==> src/rtl/mem_test_master.sv <==
// March-style self test for an 8x8 memory: write/read a seeded pattern, then its complement.
// Mismatches are counted (saturating at 15), and the first failing address is latched.
module mem_test_master #(
  parameter logic [7:0] SEED = 8'h5A
) (
  input  logic       clk,
  input  logic       rst,
  input  logic       start,
  output logic       we,
  output logic       re,
  output logic [2:0] addr,
  output logic [7:0] din,
  input  logic [7:0] dout,
  output logic       busy,
  output logic       done,
  output logic       pass,
  output logic [3:0] err_count,
  output logic [2:0] fail_addr
);

  typedef enum logic [2:0] {IDLE, W0, R0, W1, R1, DONE} state_t;

  state_t     state, state_nxt;
  logic [2:0] a, a_nxt;
  logic       accept;
  logic       mismatch;

  function automatic logic [7:0] pat0(input logic [2:0] idx);
    return SEED ^ {idx, 2'b00, idx};
  endfunction

  function automatic logic [3:0] sat_inc(input logic [3:0] cnt);
    return (cnt == 4'hF) ? cnt : cnt + 4'd1;
  endfunction

  always_ff @(posedge clk) begin
    if (rst) begin
      state     <= IDLE;
      a         <= 3'd0;
      err_count <= 4'd0;
      fail_addr <= 3'd0;
    end else begin
      state <= state_nxt;
      a     <= a_nxt;
      if (accept) begin
        err_count <= 4'd0;
        fail_addr <= 3'd0;
      end else if (mismatch) begin
        err_count <= sat_inc(err_count);
        // Count never returns to zero within a run, so zero marks the first miss.
        if (err_count == 4'd0) fail_addr <= a;
      end
    end
  end

  always_comb begin
    state_nxt = state;
    a_nxt     = a;
    accept    = 1'b0;
    mismatch  = 1'b0;
    we        = 1'b0;
    re        = 1'b0;
    addr      = 3'd0;
    din       = 8'd0;
    unique case (state)
      IDLE, DONE: begin
        if (start) begin
          accept    = 1'b1;
          state_nxt = W0;
          a_nxt     = 3'd0;
        end
      end
      W0: begin
        we    = 1'b1;
        addr  = a;
        din   = pat0(a);
        a_nxt = a + 3'd1;
        if (a == 3'd7) state_nxt = R0;
      end
      R0: begin
        re       = 1'b1;
        addr     = a;
        mismatch = (dout != pat0(a));
        a_nxt    = a + 3'd1;
        if (a == 3'd7) state_nxt = W1;
      end
      W1: begin
        we    = 1'b1;
        addr  = a;
        din   = ~pat0(a);
        a_nxt = a + 3'd1;
        if (a == 3'd7) state_nxt = R1;
      end
      R1: begin
        re       = 1'b1;
        addr     = a;
        mismatch = (dout != ~pat0(a));
        a_nxt    = a + 3'd1;
        if (a == 3'd7) state_nxt = DONE;
      end
      default: state_nxt = IDLE;
    endcase
  end

  assign busy = (state == W0) || (state == R0) || (state == W1) || (state == R1);
  assign done = (state == DONE);
  assign pass = done && (err_count == 4'd0);

endmodule
==> config.mk <==
export PLATFORM = sky130hd
export DESIGN_NAME = mem_test_master
export DESIGN_NICKNAME = d
export VERILOG_FILES = /design/src/rtl/mem_test_master.sv
export SDC_FILE = /design/constraint.sdc
export NUM_CORES = 1
export LEC_CHECK = 0
export ABC_AREA = 1
export BUFFER_PORTS_ARGS = -buffer_cell sky130_fd_sc_hd__buf_2
export CORE_MARGIN = 2
export CORE_UTILIZATION = 40
export CTS_BUF_LIST = sky130_fd_sc_hd__clkbuf_8
export DETAILED_ROUTE_END_ITERATION = 8
export GPL_ROUTABILITY_DRIVEN = 1
export PLACE_DENSITY = 0.69
export SYNTH_ARGS = -nofsm -noshare
export SYNTH_HDL_FRONTEND = slang
export SYNTH_SLANG_ARGS = --single-unit
==> constraint.sdc <==
create_clock -name clk -period 3.79 [get_ports clk]
set_input_delay 0.1895 -clock clk [delete_from_list [all_inputs] [get_ports clk]]
set_output_delay 0.1895 -clock clk [all_outputs]
set_load 0.02 [all_outputs]
* Word level (Yosys, flattened, before mapping)
Cells that the tools add are included.
** Operators by class
- $add $sub $neg :: 2
- $mul :: 0
- Divide/modulo/power cells :: 0
- Order comparisons :: 0
- Eq/ne operators :: 14
- Shifts and indexed selects :: 0
- Multiplexer cells :: 15
- Bitwise operators :: 3
- Reduce and logical (&&, ||, !) cells :: 16
** Operators by type and width (number)
- 3-bit two-way mux :: 7
- 8-bit inequality test :: 2
- 8-bit case mux with 2 select lines :: 1
- 3-bit case mux with 5 select lines :: 1
- 2-bit inequality test (second input constant) :: 5
- 3-bit == test (second input constant) :: 3
- 8-bit inverter :: 1
- 2-bit OR reduction :: 4
- 3-bit by 2-bit == test with 1-bit output (second input constant) :: 2
- 3-bit case mux with 2 select lines :: 1
- 2-bit AND reduction :: 3
- 5-bit AND reduction :: 1
- 4-bit by 1-bit adder with 4-bit output (second input constant) :: 1
- 4-bit == test (second input constant) :: 1
- 4-bit logical NOT :: 1
- 1-bit two-way mux :: 4
- 4-bit inverter :: 1
- 4-bit OR reduction :: 1
- 3-bit by 1-bit adder with 3-bit output (second input constant) :: 1
- 3-bit by 1-bit == test with 1-bit output (second input constant) :: 1
- 3-bit logical NOT :: 1
- 1-bit logical OR :: 3
- 1-bit case mux with 2 select lines :: 1
- 2-bit nonzero test :: 1
- 2 further kinds :: 2
** Storage, ports and cells
- Bits in registers :: 13
- Latch bits :: 0
- RAM bits :: 0
- Memory bits (read-only) :: 0
- Input bits :: 11
- Output and inout port bits :: 23
- Logic and storage cells :: 54
- Memories :: 0

* Logic depth before layout (Yosys ltp)
- Depth in word-level cells :: 5
- Mapped depth :: 14
- Gate-level depth less buffers :: 13

* Worst setup path before layout
Ideal clock, no wire load.
- Path kind :: reg2out
- From :: register state[0]
- To :: output port din[5]
- Arrival time :: 1.728 ns
- Required time :: 3.601 ns
- Slack :: 1.873 ns
- Stages on the path, launching flop included :: 8
- Buffers on the path :: 1
- Path through :: dfxtp_1 inv_2 nor2_1 inv_1 nor2_1 nand2_1 o21ai_0 buf_4
** On the way
- Cells in the longest elaborated chain, start to end :: 2
- Elaborated cells between the ends (all ways) :: 3
- Those cells by class :: eq/ne (2); mux (1)
** RTL lines
- start, declared :: RTL line 23 : state_t state, state_nxt;
- start signal, assigned :: RTL line 43 : state <= state_nxt;
- 3-bit by 2-bit == test with 1-bit output / 3-bit by 1-bit == test with 1-bit output (equally long branches) :: RTL line 65 : unique case (state)
- 8-bit case mux with 2 select lines (*) :: RTL line 65
- end, declared :: RTL line 12 : output logic [7:0] din,
Mark *: on every way between the ends. The rest lies on a longest branch, timed or not.

* Final worst setup path
- From :: register state[2]
- To :: output port busy
** On the way
- Cells in the longest elaborated chain, start to end :: 4
- Elaborated cells between the ends (all ways) :: 7
- Those cells by class :: eq/ne (4); reduce/logical (3)
** RTL lines
- 3-bit by 1-bit == test with 1-bit output / 3-bit by 2-bit == test with 1-bit output (equally long branches) :: RTL line 105 : assign busy = (state == W0) || (state == R0) || (state == W1) || (state == R1);
- 1-bit logical OR (2 in series) :: RTL line 105
- 1-bit logical OR (*) :: RTL line 105
- end, declared :: RTL line 14 : output logic busy,
Marks and branches as above.

==> results by group <==
Setup path
  – FF-to-FF path depth: 7
  – Most frequent CP cell: inv_1
  – Max incr delay on CP: 0.63 ns
  – CP Capture Type: output port
  – RR Startpoint: state[2]
  – Peak fanout along the critical path: 15
  – FF-to-FF End: state[2]
  – Slowest stage cell, crit path: dfxtp_1
  – Worst EP arrival: 1.90 ns
  – Ordered list of cells on the worst path: inv_1 -> nand3_1 -> nand2_1 -> nor2_4 -> inv_1 -> buf_2
  – Required @ worst endpoint: 3.60 ns
  – Worst reg2reg setup slack: 1.91 ns
  – Startpoint Class: flop
  – CP Class: reg2out

Floorplan
  – Core Footprint: 0.00245 mm^2
  – Die Span X: 54.5 um
  – Die height: 54.5 um
  – Ports: 34
  – Die Area: 0.00297 mm^2
  – Starting Density: 41.5%
  – Num rows: 18

Cells and area
  – Leading cell type in the layout, fill and taps excluded: buf_2
  – Most frequent cells in the layout: buf_2, nand2_1, inv_1
  – Register cell area after layout: 260 um^2
  – Layout cells sized above 1: 29.7%
  – Area taken by multi-input logic gates: 614 um^2
  – Fin util: 49.2%
  – Nets: 198
  – Area Overhead vs Synth: 18.7%
  – Antenna Cells: 0
  – Layout filler cell count: 251

STA
  – Final count of pins violating max slew: 0
  – F_max: 478 MHz
  – Final hold vios: 0
  – Final Setup Violations: 0
  – Crit share post-route: 55.2%
  – Final TNS setup: 0 ns
  – Final worst path period need: 2.09 ns
  – RSZ-0062 raised after global routing: no
  – Clk_skew: 0.00311 ns
  – Tightest Pin Transition: 0.501 ns
  – Slew margin rel.: 66.6%

Clock network
  – Setup repair bufs after CTS: 0
  – CTS Buf Count: 3
  – Hold_buf cts: 0
  – Clock Path Buffers: 2
  – Clock transition at path regs: 0.06 ns
  – Clock sink count: 13
  – H-Tree Depth: 1
  – Clk Latency, worst-skew pair: 0.25 ns
  – CTS tree: built
  – # resized after CTS: 0
  – CTS root buffer: clkbuf_8

Placed design
  – Port bufs: 33
  – Gpl congestion: 0.833
  – Hpwl dp: 1.93 mm

Logic synthesis
  – Net Count, Synth: 167
  – Post-synth top area share: 25.6%
  – Syn avg cell area: 6.70 um^2
  – Cells after synthesis: 152
  – Seq cells post-synth: 13
  – Synthesized area: 0.00102 mm^2
  – Synth warn: 0
  – Distinct cells, synth: 29
  – Synth area leader: dfxtp_1
  – Sequential area share after synthesis: 25.6%
  – Top cells by area, synth: dfxtp_1, nand2_1, inv_1

Worst hold path
  – Hold Crit Class: in2reg
  – Hold EP: a[2]
  – Hold path startpoint: rst
  – Hold Path Depth: 2

GRT
  – Initial antenna violation count: 0
  – Grt ovf: 0
  – Vias in the first global route: 880
  – Total GRT Usage: 17.5%
  – Largest net degree at the start of global routing: 16
  – Global-route wire length before repair: 3.66 mm

Detailed routing
  – DR WL/cell: 11.3 um
  – Routed vias: 1,064
  – Drt first pass iters: 4
  – DRT iter0 DRCs: 27
  – Routed vias/inst: 5.02
  – Drt total wl: 2.40 mm
  – Post-DRT Antenna Nets: 0
  – # DRC: 0

Pwr
  – Logic pwr share: 64.5%
  – Switching Power: 588 uW
  – Power, Total: 1.05 mW
  – Power Density: 870 mW/mm^2
  – Sw Ratio: 55.9%
  – Power share of the clock group: 11.7%
  – Pint: 464 uW
  – Sequential Power Share: 23.7%
  – Leakage power: 0.645 nW
  – Max rail drop VDD: 0.576 mV

Status
  – Status: finished clean

Run
  – Max cap viols: 0
-- per-stage QoR --
stage / std cells / setup WS (ns) / hold slack [ns] / area (um^2)
final: 212 / 1.70 / 0.141 / 1210
after global routing: 212 / 1.50 / 0.153 / 1210
after CTS: 212 / 1.70 / 0.143 / 1210
after detailed placement: 208 / 1.93 / 0.402 / 1160
after global placement: 208 / 2.04 / 0.395 / 1160
after floorplan: 152 / 1.87 / 0.262 / 1020
-- synth_stat cells --
library cell	count
or2_2	1
buf_4	4
dfxtp_1	13
nand3_4	1
nand3b_1	1
a21oi_2	1
inv_1	19
nor2_1	16
ha_1	4
a22oi_1	2
inv_2	4
o21ai_4	1
a21oi_1	7
nand3_2	1
nand2_2	4
buf_6	2
nand3_1	14
nand2_1	32
a31oi_1	2
o21ai_0	5
nor2_4	2
o21ai_1	1
nor4_1	1
buf_2	1
nor2_8	1
nand2_4	2
o211ai_1	1
nor3_1	4
nand4_1	5
-- worst max-delay path, delay by kind of cell (launching register included) --
family	cells	cell delay (ns)
simple gates	3	0.66
buf+inv	3	0.36
flops	1	0.63
-- how the worst max path moves through the flow --
stage / startpoint / to / cells after the start / slack (ns)
2_1_floorplan: state[0] / din[5] / 7 / 1.87
5_1_grt: state[2] / busy / 6 / 1.50
3_3_place_gp: state[2] / state[2] / 7 / 2.04
4_1_cts: state[2] / busy / 6 / 1.70
6_report: state[2] / busy / 6 / 1.70
3_5_place_dp: state[2] / state[2] / 7 / 1.93
-- layout make-up --
type | count | share of cell area, %
repair buffers | 33 | 13.7
clock inverters | 1 | 0.311
well taps | 30 | 3.11
flip-flops and latches | 13 | 21.5
multi-input cells | 109 | 50.8
inverters | 23 | 7.14
clock buffers | 3 | 3.42
-- cells by family (layout without fill, tap and decap cells) --
kind of cell | after synthesis | after routing | synth area share, %
buffers and inverters | 30 | 60 | 14.1
and+or+nand+nor | 85 | 85 | 43.1
AOI/OAI and AO/OA | 20 | 20 | 12.3
adders and majority gates | 4 | 4 | 4.91
DFF | 13 | 13 | 25.6
-- registers in the layout (all words and copies together), names as in the netlist --
| register | cells |
|---|---|
| state | 3 |
| err_count | 4 |
| a | 3 |
| fail_addr | 3 |
-- routing by layer --
layer  vias to the layer above  global-route usage (%)  share of wire, %
met5                         -                       0                 0
met4                         0                    10.0               2.2
met3                         4                    1.64               5.3
met2                        33                    30.1                48
met1                       471                    21.2                45
li1                        556                       -                 -
-- power by group through the flow --
| stage | Combinational (mW) | Clock [mW] | Sequential (mW) |
|---|---|---|---|
| 2_1_floorplan | 0.581 | 0 | 0.228 |
| 3_3_place_gp | 0.660 | 0 | 0.250 |
| 3_5_place_dp | 0.678 | 0 | 0.252 |
| 4_1_cts | 0.681 | 0.125 | 0.249 |
| 5_1_grt | 0.751 | 0.129 | 0.261 |
| 6_report | 0.679 | 0.124 | 0.249 |
Power figures use the tool's default switching activity.
